$ cat src/rtl/id_ex_stage_pkg.sv
// Shared ALU encodings for the ID/EX stage and the ALU.
// Covers ALUOp codes, R-type funct codes and the 4-bit ALU control codes.
package id_ex_stage_pkg;

    localparam logic [3:0] ALU_AND = 4'b0000;
    localparam logic [3:0] ALU_OR  = 4'b0001;
    localparam logic [3:0] ALU_ADD = 4'b0010;
    localparam logic [3:0] ALU_SUB = 4'b0110;
    localparam logic [3:0] ALU_SLT = 4'b0111;
    localparam logic [3:0] ALU_NOR = 4'b1100;

    typedef enum logic [1:0] {
        ALUOP_ADD   = 2'b00,
        ALUOP_SUB   = 2'b01,
        ALUOP_RTYPE = 2'b10,
        ALUOP_ORI   = 2'b11
    } alu_op_e;

    localparam logic [5:0] FUNCT_ADD = 6'b100000;
    localparam logic [5:0] FUNCT_SUB = 6'b100010;
    localparam logic [5:0] FUNCT_AND = 6'b100100;
    localparam logic [5:0] FUNCT_OR  = 6'b100101;
    localparam logic [5:0] FUNCT_SLT = 6'b101010;
    localparam logic [5:0] FUNCT_NOR = 6'b100111;

    // Control fields carried through the ID/EX register.
    typedef struct packed {
        logic       valid;
        logic       reg_write;
        logic       illegal;
        logic       alu_src;
        logic [3:0] control;
    } ex_ctrl_t;

endpackage

$ cat src/rtl/id_ex_stage_alu_ctrl.sv
// Combinational ALUOp/funct decode into the ALU control code.
// Flags unsupported R-type funct values as illegal.
module alu_ctrl
    import id_ex_stage_pkg::*;
(
    input  logic [1:0] alu_op,
    input  logic [5:0] funct,
    output logic [3:0] control,
    output logic       illegal
);

    always_comb begin
        control = ALU_ADD;
        illegal = 1'b0;
        case (alu_op)
            ALUOP_ADD: control = ALU_ADD;
            ALUOP_SUB: control = ALU_SUB;
            ALUOP_ORI: control = ALU_OR;
            default: begin
                case (funct)
                    FUNCT_ADD: control = ALU_ADD;
                    FUNCT_SUB: control = ALU_SUB;
                    FUNCT_AND: control = ALU_AND;
                    FUNCT_OR:  control = ALU_OR;
                    FUNCT_SLT: control = ALU_SLT;
                    FUNCT_NOR: control = ALU_NOR;
                    default:   illegal = 1'b1;
                endcase
            end
        endcase
    end

endmodule

$ cat src/rtl/id_ex_stage.sv
// ID/EX pipeline register with EX/MEM and MEM/WB operand forwarding.
// Feeds ALU operands and control one cycle after ID capture.
module id_ex_stage
    import id_ex_stage_pkg::*;
#(
    parameter int WIDTH      = 32,
    parameter int REG_ADDR_W = 5
) (
    input  logic                  clk,
    input  logic                  reset,
    input  logic                  stall,
    input  logic                  flush,
    input  logic                  id_valid,
    input  logic [WIDTH-1:0]      id_rs_data,
    input  logic [WIDTH-1:0]      id_rt_data,
    input  logic [15:0]           id_imm,
    input  logic [REG_ADDR_W-1:0] id_rs,
    input  logic [REG_ADDR_W-1:0] id_rt,
    input  logic [REG_ADDR_W-1:0] id_rd,
    input  logic [1:0]            id_alu_op,
    input  logic [5:0]            id_funct,
    input  logic                  id_alu_src,
    input  logic                  id_reg_dst,
    input  logic                  id_reg_write,
    input  logic                  exmem_reg_write,
    input  logic                  memwb_reg_write,
    input  logic [REG_ADDR_W-1:0] exmem_rd,
    input  logic [REG_ADDR_W-1:0] memwb_rd,
    input  logic [WIDTH-1:0]      exmem_result,
    input  logic [WIDTH-1:0]      memwb_result,
    output logic [WIDTH-1:0]      alu_left,
    output logic [WIDTH-1:0]      alu_right,
    output logic [3:0]            alu_control,
    output logic [WIDTH-1:0]      ex_store_data,
    output logic [REG_ADDR_W-1:0] ex_dest,
    output logic                  ex_reg_write,
    output logic                  ex_valid,
    output logic                  ex_illegal
);

    logic [3:0]            dec_control;
    logic                  dec_illegal;
    logic [WIDTH-1:0]      imm_ext;

    ex_ctrl_t              ctrl_q;
    logic [WIDTH-1:0]      rs_data_q, rt_data_q, imm_q;
    logic [REG_ADDR_W-1:0] rs_q, rt_q, dest_q;

    logic                  exmem_hit_rs, memwb_hit_rs, exmem_hit_rt, memwb_hit_rt;
    logic [WIDTH-1:0]      fwd_rs, fwd_rt;

    alu_ctrl u_alu_ctrl (
        .alu_op  (id_alu_op),
        .funct   (id_funct),
        .control (dec_control),
        .illegal (dec_illegal)
    );

    // ORI uses a logical immediate; everything else is arithmetic.
    assign imm_ext = (id_alu_op == ALUOP_ORI) ? {{(WIDTH-16){1'b0}}, id_imm}
                                              : {{(WIDTH-16){id_imm[15]}}, id_imm};

    always_ff @(posedge clk) begin
        if (reset) begin
            ctrl_q    <= '0;
            rs_data_q <= '0;
            rt_data_q <= '0;
            imm_q     <= '0;
            rs_q      <= '0;
            rt_q      <= '0;
            dest_q    <= '0;
        end else if (flush) begin
            ctrl_q    <= '{valid: 1'b0, reg_write: 1'b0, illegal: 1'b0,
                           alu_src: 1'b0, control: ALU_ADD};
            rs_data_q <= '0;
            rt_data_q <= '0;
            imm_q     <= '0;
            rs_q      <= '0;
            rt_q      <= '0;
            dest_q    <= '0;
        end else if (!stall) begin
            ctrl_q.valid     <= id_valid;
            ctrl_q.reg_write <= id_reg_write & id_valid & ~dec_illegal;
            ctrl_q.illegal   <= dec_illegal & id_valid;
            ctrl_q.alu_src   <= id_alu_src;
            ctrl_q.control   <= dec_control;
            rs_data_q        <= id_rs_data;
            rt_data_q        <= id_rt_data;
            imm_q            <= imm_ext;
            rs_q             <= id_rs;
            rt_q             <= id_rt;
            dest_q           <= id_reg_dst ? id_rd : id_rt;
        end
    end

    // Nearest producer wins; r0 is hard-wired so it is never forwarded.
    assign exmem_hit_rs = exmem_reg_write && (exmem_rd == rs_q) && (rs_q != '0);
    assign memwb_hit_rs = memwb_reg_write && (memwb_rd == rs_q) && (rs_q != '0);
    assign exmem_hit_rt = exmem_reg_write && (exmem_rd == rt_q) && (rt_q != '0);
    assign memwb_hit_rt = memwb_reg_write && (memwb_rd == rt_q) && (rt_q != '0);

    assign fwd_rs = exmem_hit_rs ? exmem_result : memwb_hit_rs ? memwb_result : rs_data_q;
    assign fwd_rt = exmem_hit_rt ? exmem_result : memwb_hit_rt ? memwb_result : rt_data_q;

    assign alu_left      = fwd_rs;
    assign alu_right     = ctrl_q.alu_src ? imm_q : fwd_rt;
    assign ex_store_data = fwd_rt;
    assign alu_control   = ctrl_q.control;
    assign ex_dest       = dest_q;
    assign ex_reg_write  = ctrl_q.reg_write;
    assign ex_valid      = ctrl_q.valid;
    assign ex_illegal    = ctrl_q.illegal;

endmodule

$ cat config.mk
export PLATFORM = sky130hd
export DESIGN_NAME = id_ex_stage
export DESIGN_NICKNAME = d
export VERILOG_FILES = /design/src/rtl/id_ex_stage_pkg.sv /design/src/rtl/id_ex_stage_alu_ctrl.sv /design/src/rtl/id_ex_stage.sv
export SDC_FILE = /design/constraint.sdc
export NUM_CORES = 1
export LEC_CHECK = 0
export CAP_MARGIN = 20
export CORE_UTILIZATION = 45
export DETAILED_ROUTE_END_ITERATION = 8
export GPL_TIMING_DRIVEN = 0
export PLACE_DENSITY = 0.87
export SLEW_MARGIN = 5
export SYNTH_ARGS = -nofsm -noshare
export SYNTH_HDL_FRONTEND = slang
export SYNTH_SLANG_ARGS = --single-unit
$ cat constraint.sdc
create_clock -name clk -period 3.8 [get_ports clk]
set_input_delay 0.57 -clock clk [delete_from_list [all_inputs] [get_ports clk]]
set_output_delay 0.57 -clock clk [all_outputs]
set_load 0.02 [all_outputs]
==> impl_metrics.json <==
{
  "status": "finished, final reports clean",
  "grt_max_degree": 19,
  "ioPinCount": 295,
  "synth_compound_area_share_pct": 14.6,
  "synth_adder_area_share_pct": 0,
  "syn_avg_cell_area_um2": 8.59,
  "seqPwrFrac_pct": 41.2,
  "cp-start-kind": "input pin",
  "synth_mux_area_share_pct": 25.6,
  "drive_gt1_share_pct": 8.58,
  "drt-initial-drc-count": 427,
  "area_growth_pct": 56.5,
  "dpl.hpwl_um": 18500,
  "pwr_density_cell_nw_per_um2": 286,
  "worstPathArrival_ns": 3.19,
  "path_max_fanout": 10,
  "syn_area_um2": 6220,
  "hold_path_class": "reg2reg",
  "irDropWorstVdd_v": 0.000229,
  "clock_power_share_pct": 34.6,
  "synth_warnings": 0,
  "required_ns": 3.23,
  "overflow": 0,
  "row_count": 42,
  "whs_ns": 0.465,
  "mostFrequentLayoutCell": "clkdlybuf4s50_1",
  "drc": 0,
  "cts_tree": "built",
  "clk_path_buf_depth": 2,
  "rsz0062_at_grt": "false",
  "fin_area_um2": 9730,
  "report.final.slew_viol_count": 0,
  "nNetsFinal": 1219,
  "async_flop_share_pct": 0,
  "power_mw": 2.79,
  "slew_headroom_pct": 41.6,
  "coreArea_um2": 13300,
  "placed_cell_area_um2": 9360,
  "criticalPathCategory": "in2out",
  "post_drt_wl_per_cell_um": 19.6,
  "critPathCaptureType": "primary output",
  "finalWirelength_um": 23800,
  "diodes": 0,
  "grt_usage_pct": 32.8,
  "dieArea_um2": 14300,
  "skew_ns": 0,
  "final_cells": 1213,
  "cts.sinks": 104,
  "most-common-layout-cells": "286 x clkdlybuf4s50_1, 159 x mux2i_1, 143 x nor2_1, 104 x dfxtp_1",
  "ys_types": 41,
  "synth_top_family_by_area": "multiplexers",
  "port_buffers": 292,
  "dr_total_vias": 6660,
  "clkTransAtPathRegs_ns": 0.07,
  "synth-xor-area-share_pct": 2.54,
  "synthCells": 724,
  "ys_seq_area_share_pct": 33.5,
  "ant_nets": 0,
  "placedCellCount": 1192,
  "ys_ff_latch": 104,
  "min_period_over_period_pct": 98.8,
  "yosys.area_share.simple_pct": 17.1,
  "fill_cells": 1093,
  "ys.flop_type": "dfxtp_1",
  "tightest_slew_ns": 0.875,
  "switching_share_pct": 27.8,
  "maxCapViolCount": 0,
  "gp_congestion": 0.912,
  "dr.pass1.iters": 5,
  "clk_latency_ns": 0.35,
  "die_h_um": 120,
  "hold_viol": 0,
  "dp_slack_ns": -0.217,
  "switchingPower_mw": 0.774,
  "timing.fmax_mhz": 266,
  "syn_nets": 911,
  "cts_buffers": 9,
  "period_needed_ns": 3.76,
  "cts_hold_repair.buffers": 0,
  "setup_slack_ns": 0.0444,
  "antenna_found_initial": 0,
  "start_util_pct": 46.6,
  "htreeDepth": 3,
  "grt_pass1_vias": 6538,
  "power_frac_comb_pct": 24.2,
  "p_leak_nw": 3.73,
  "die_x_um": 120,
  "grt_pass1_wl_um": 35600,
  "viasPerCell": 5.49,
  "power.internal_mw": 2.01,
  "synth_edf_count": 0,
  "clockRootBuffer": "clkbuf_16",
  "setup_viol": 0
}
-- through the flow --
step                      setup TNS [ns]  util [%]
after global placement             -3.63      70.1
after CTS                              0      72.7
after floorplan                        0         -
final                                  0      72.9
after detailed placement           -3.24      70.1
after global routing                   0      72.9
-- final timing paths --
path,from,end,slack (ns),depth (start not counted)
setup / recovery,exmem_rd[0],alu_right[13],0.04,10
hold / removal,alu_control[3],alu_control[3],0.46,2
setup reg to reg,ctrl_q[4],ctrl_q[4],1.81,5
hold reg to reg,alu_control[3],alu_control[3],0.46,2
-- state kept, by name, summed over array words and instances, names as in the netlist --
name,cells
rs_data_q,32
alu_control,4
rt_data_q,32
ex_reg_write,1
ctrl_q,1
ex_illegal,1
ex_dest,5
imm_q,17
rs_q,5
ex_valid,1
rt_q,5
-- worst max-delay path, cell delays in order --
cell             delay (ns)
clkdlybuf4s50_1        0.54
xnor2_1                0.14
nand3_1                0.09
a211o_1                0.30
buf_6                  0.15
and2b_1                0.16
buf_4                  0.17
buf_6                  0.16
a221oi_2               0.22
clkdlybuf4s50_1        0.69
-- cell families (layout without fill, tap and decap cells) --
group	count (synthesis)	after routing
flip-flops	104	104
AO/OA/AOI/OAI	118	118
XOR/XNOR	18	18
AND/OR/NAND/NOR	241	241
multiplexers	159	159
buffers and inverters	84	397
-- final cells by class --
type                            instances  area [um^2]  share of cell area (%)
Sequential cell                       104         2080                    21.4
Clock buffer                            9          225                    2.31
Timing Repair Buffer                  298         2980                    30.7
Buffer                                 63          347                    3.56
Multi-Input combinational cell        536         3720                    38.2
Tap cell                              176          220                    2.26
Clock inverter                          7         80.1                   0.823
Inverter                               20         75.1                   0.772
-- cell usage after synthesis (6+ instances only) --
| library cell | count | area share, % |
|---|---|---|
| mux2i_1 | 159 | 26 |
| nor2_1 | 143 | 8.6 |
| dfxtp_1 | 104 | 33 |
| a21oi_1 | 43 | 3.5 |
| nand2_1 | 43 | 2.6 |
| clkbuf_1 | 30 | 1.8 |
| o21ai_0 | 21 | 1.7 |
| inv_1 | 20 | 1.2 |
| nand2b_1 | 18 | 1.8 |
| nor3_1 | 17 | 1.4 |
| a221oi_2 | 14 | 3.4 |
| buf_2 | 14 | 1.1 |
| xnor2_1 | 14 | 2.0 |
| o21ai_1 | 12 | 0.97 |
| buf_4 | 11 | 1.3 |
| o221ai_2 | 10 | 2.4 |
| buf_6 | 6 | 1.1 |
| o221ai_1 | 6 | 0.85 |
-- power by group through the flow --
stage / clock network, mW / logic, mW / registers, mW
4_1_cts: 0.977 / 0.671 / 1.15
6_report: 0.965 / 0.673 / 1.15
5_1_grt: 1.03 / 0.712 / 1.15
2_1_floorplan: 0 / 0.294 / 1.17
3_5_place_dp: 0 / 0.668 / 1.17
3_3_place_gp: 0 / 0.661 / 1.17
-- metal layers --
layer  GRT usage (%)  part of all wire (%)
met4            14.1                   3.4
met2            56.6                    49
met5               0                     0
met1            38.7                    40
met3            7.70                   7.8
-- what timing repair did --
action,CTS,global route
pin swaps,3,1
endpoints found under the setup margin,35,61
hold endpoints to repair,0,0
gates resized for setup,3,13
setup buffers,5,1
No activity file was read; power rests on OpenSTA's default activity.
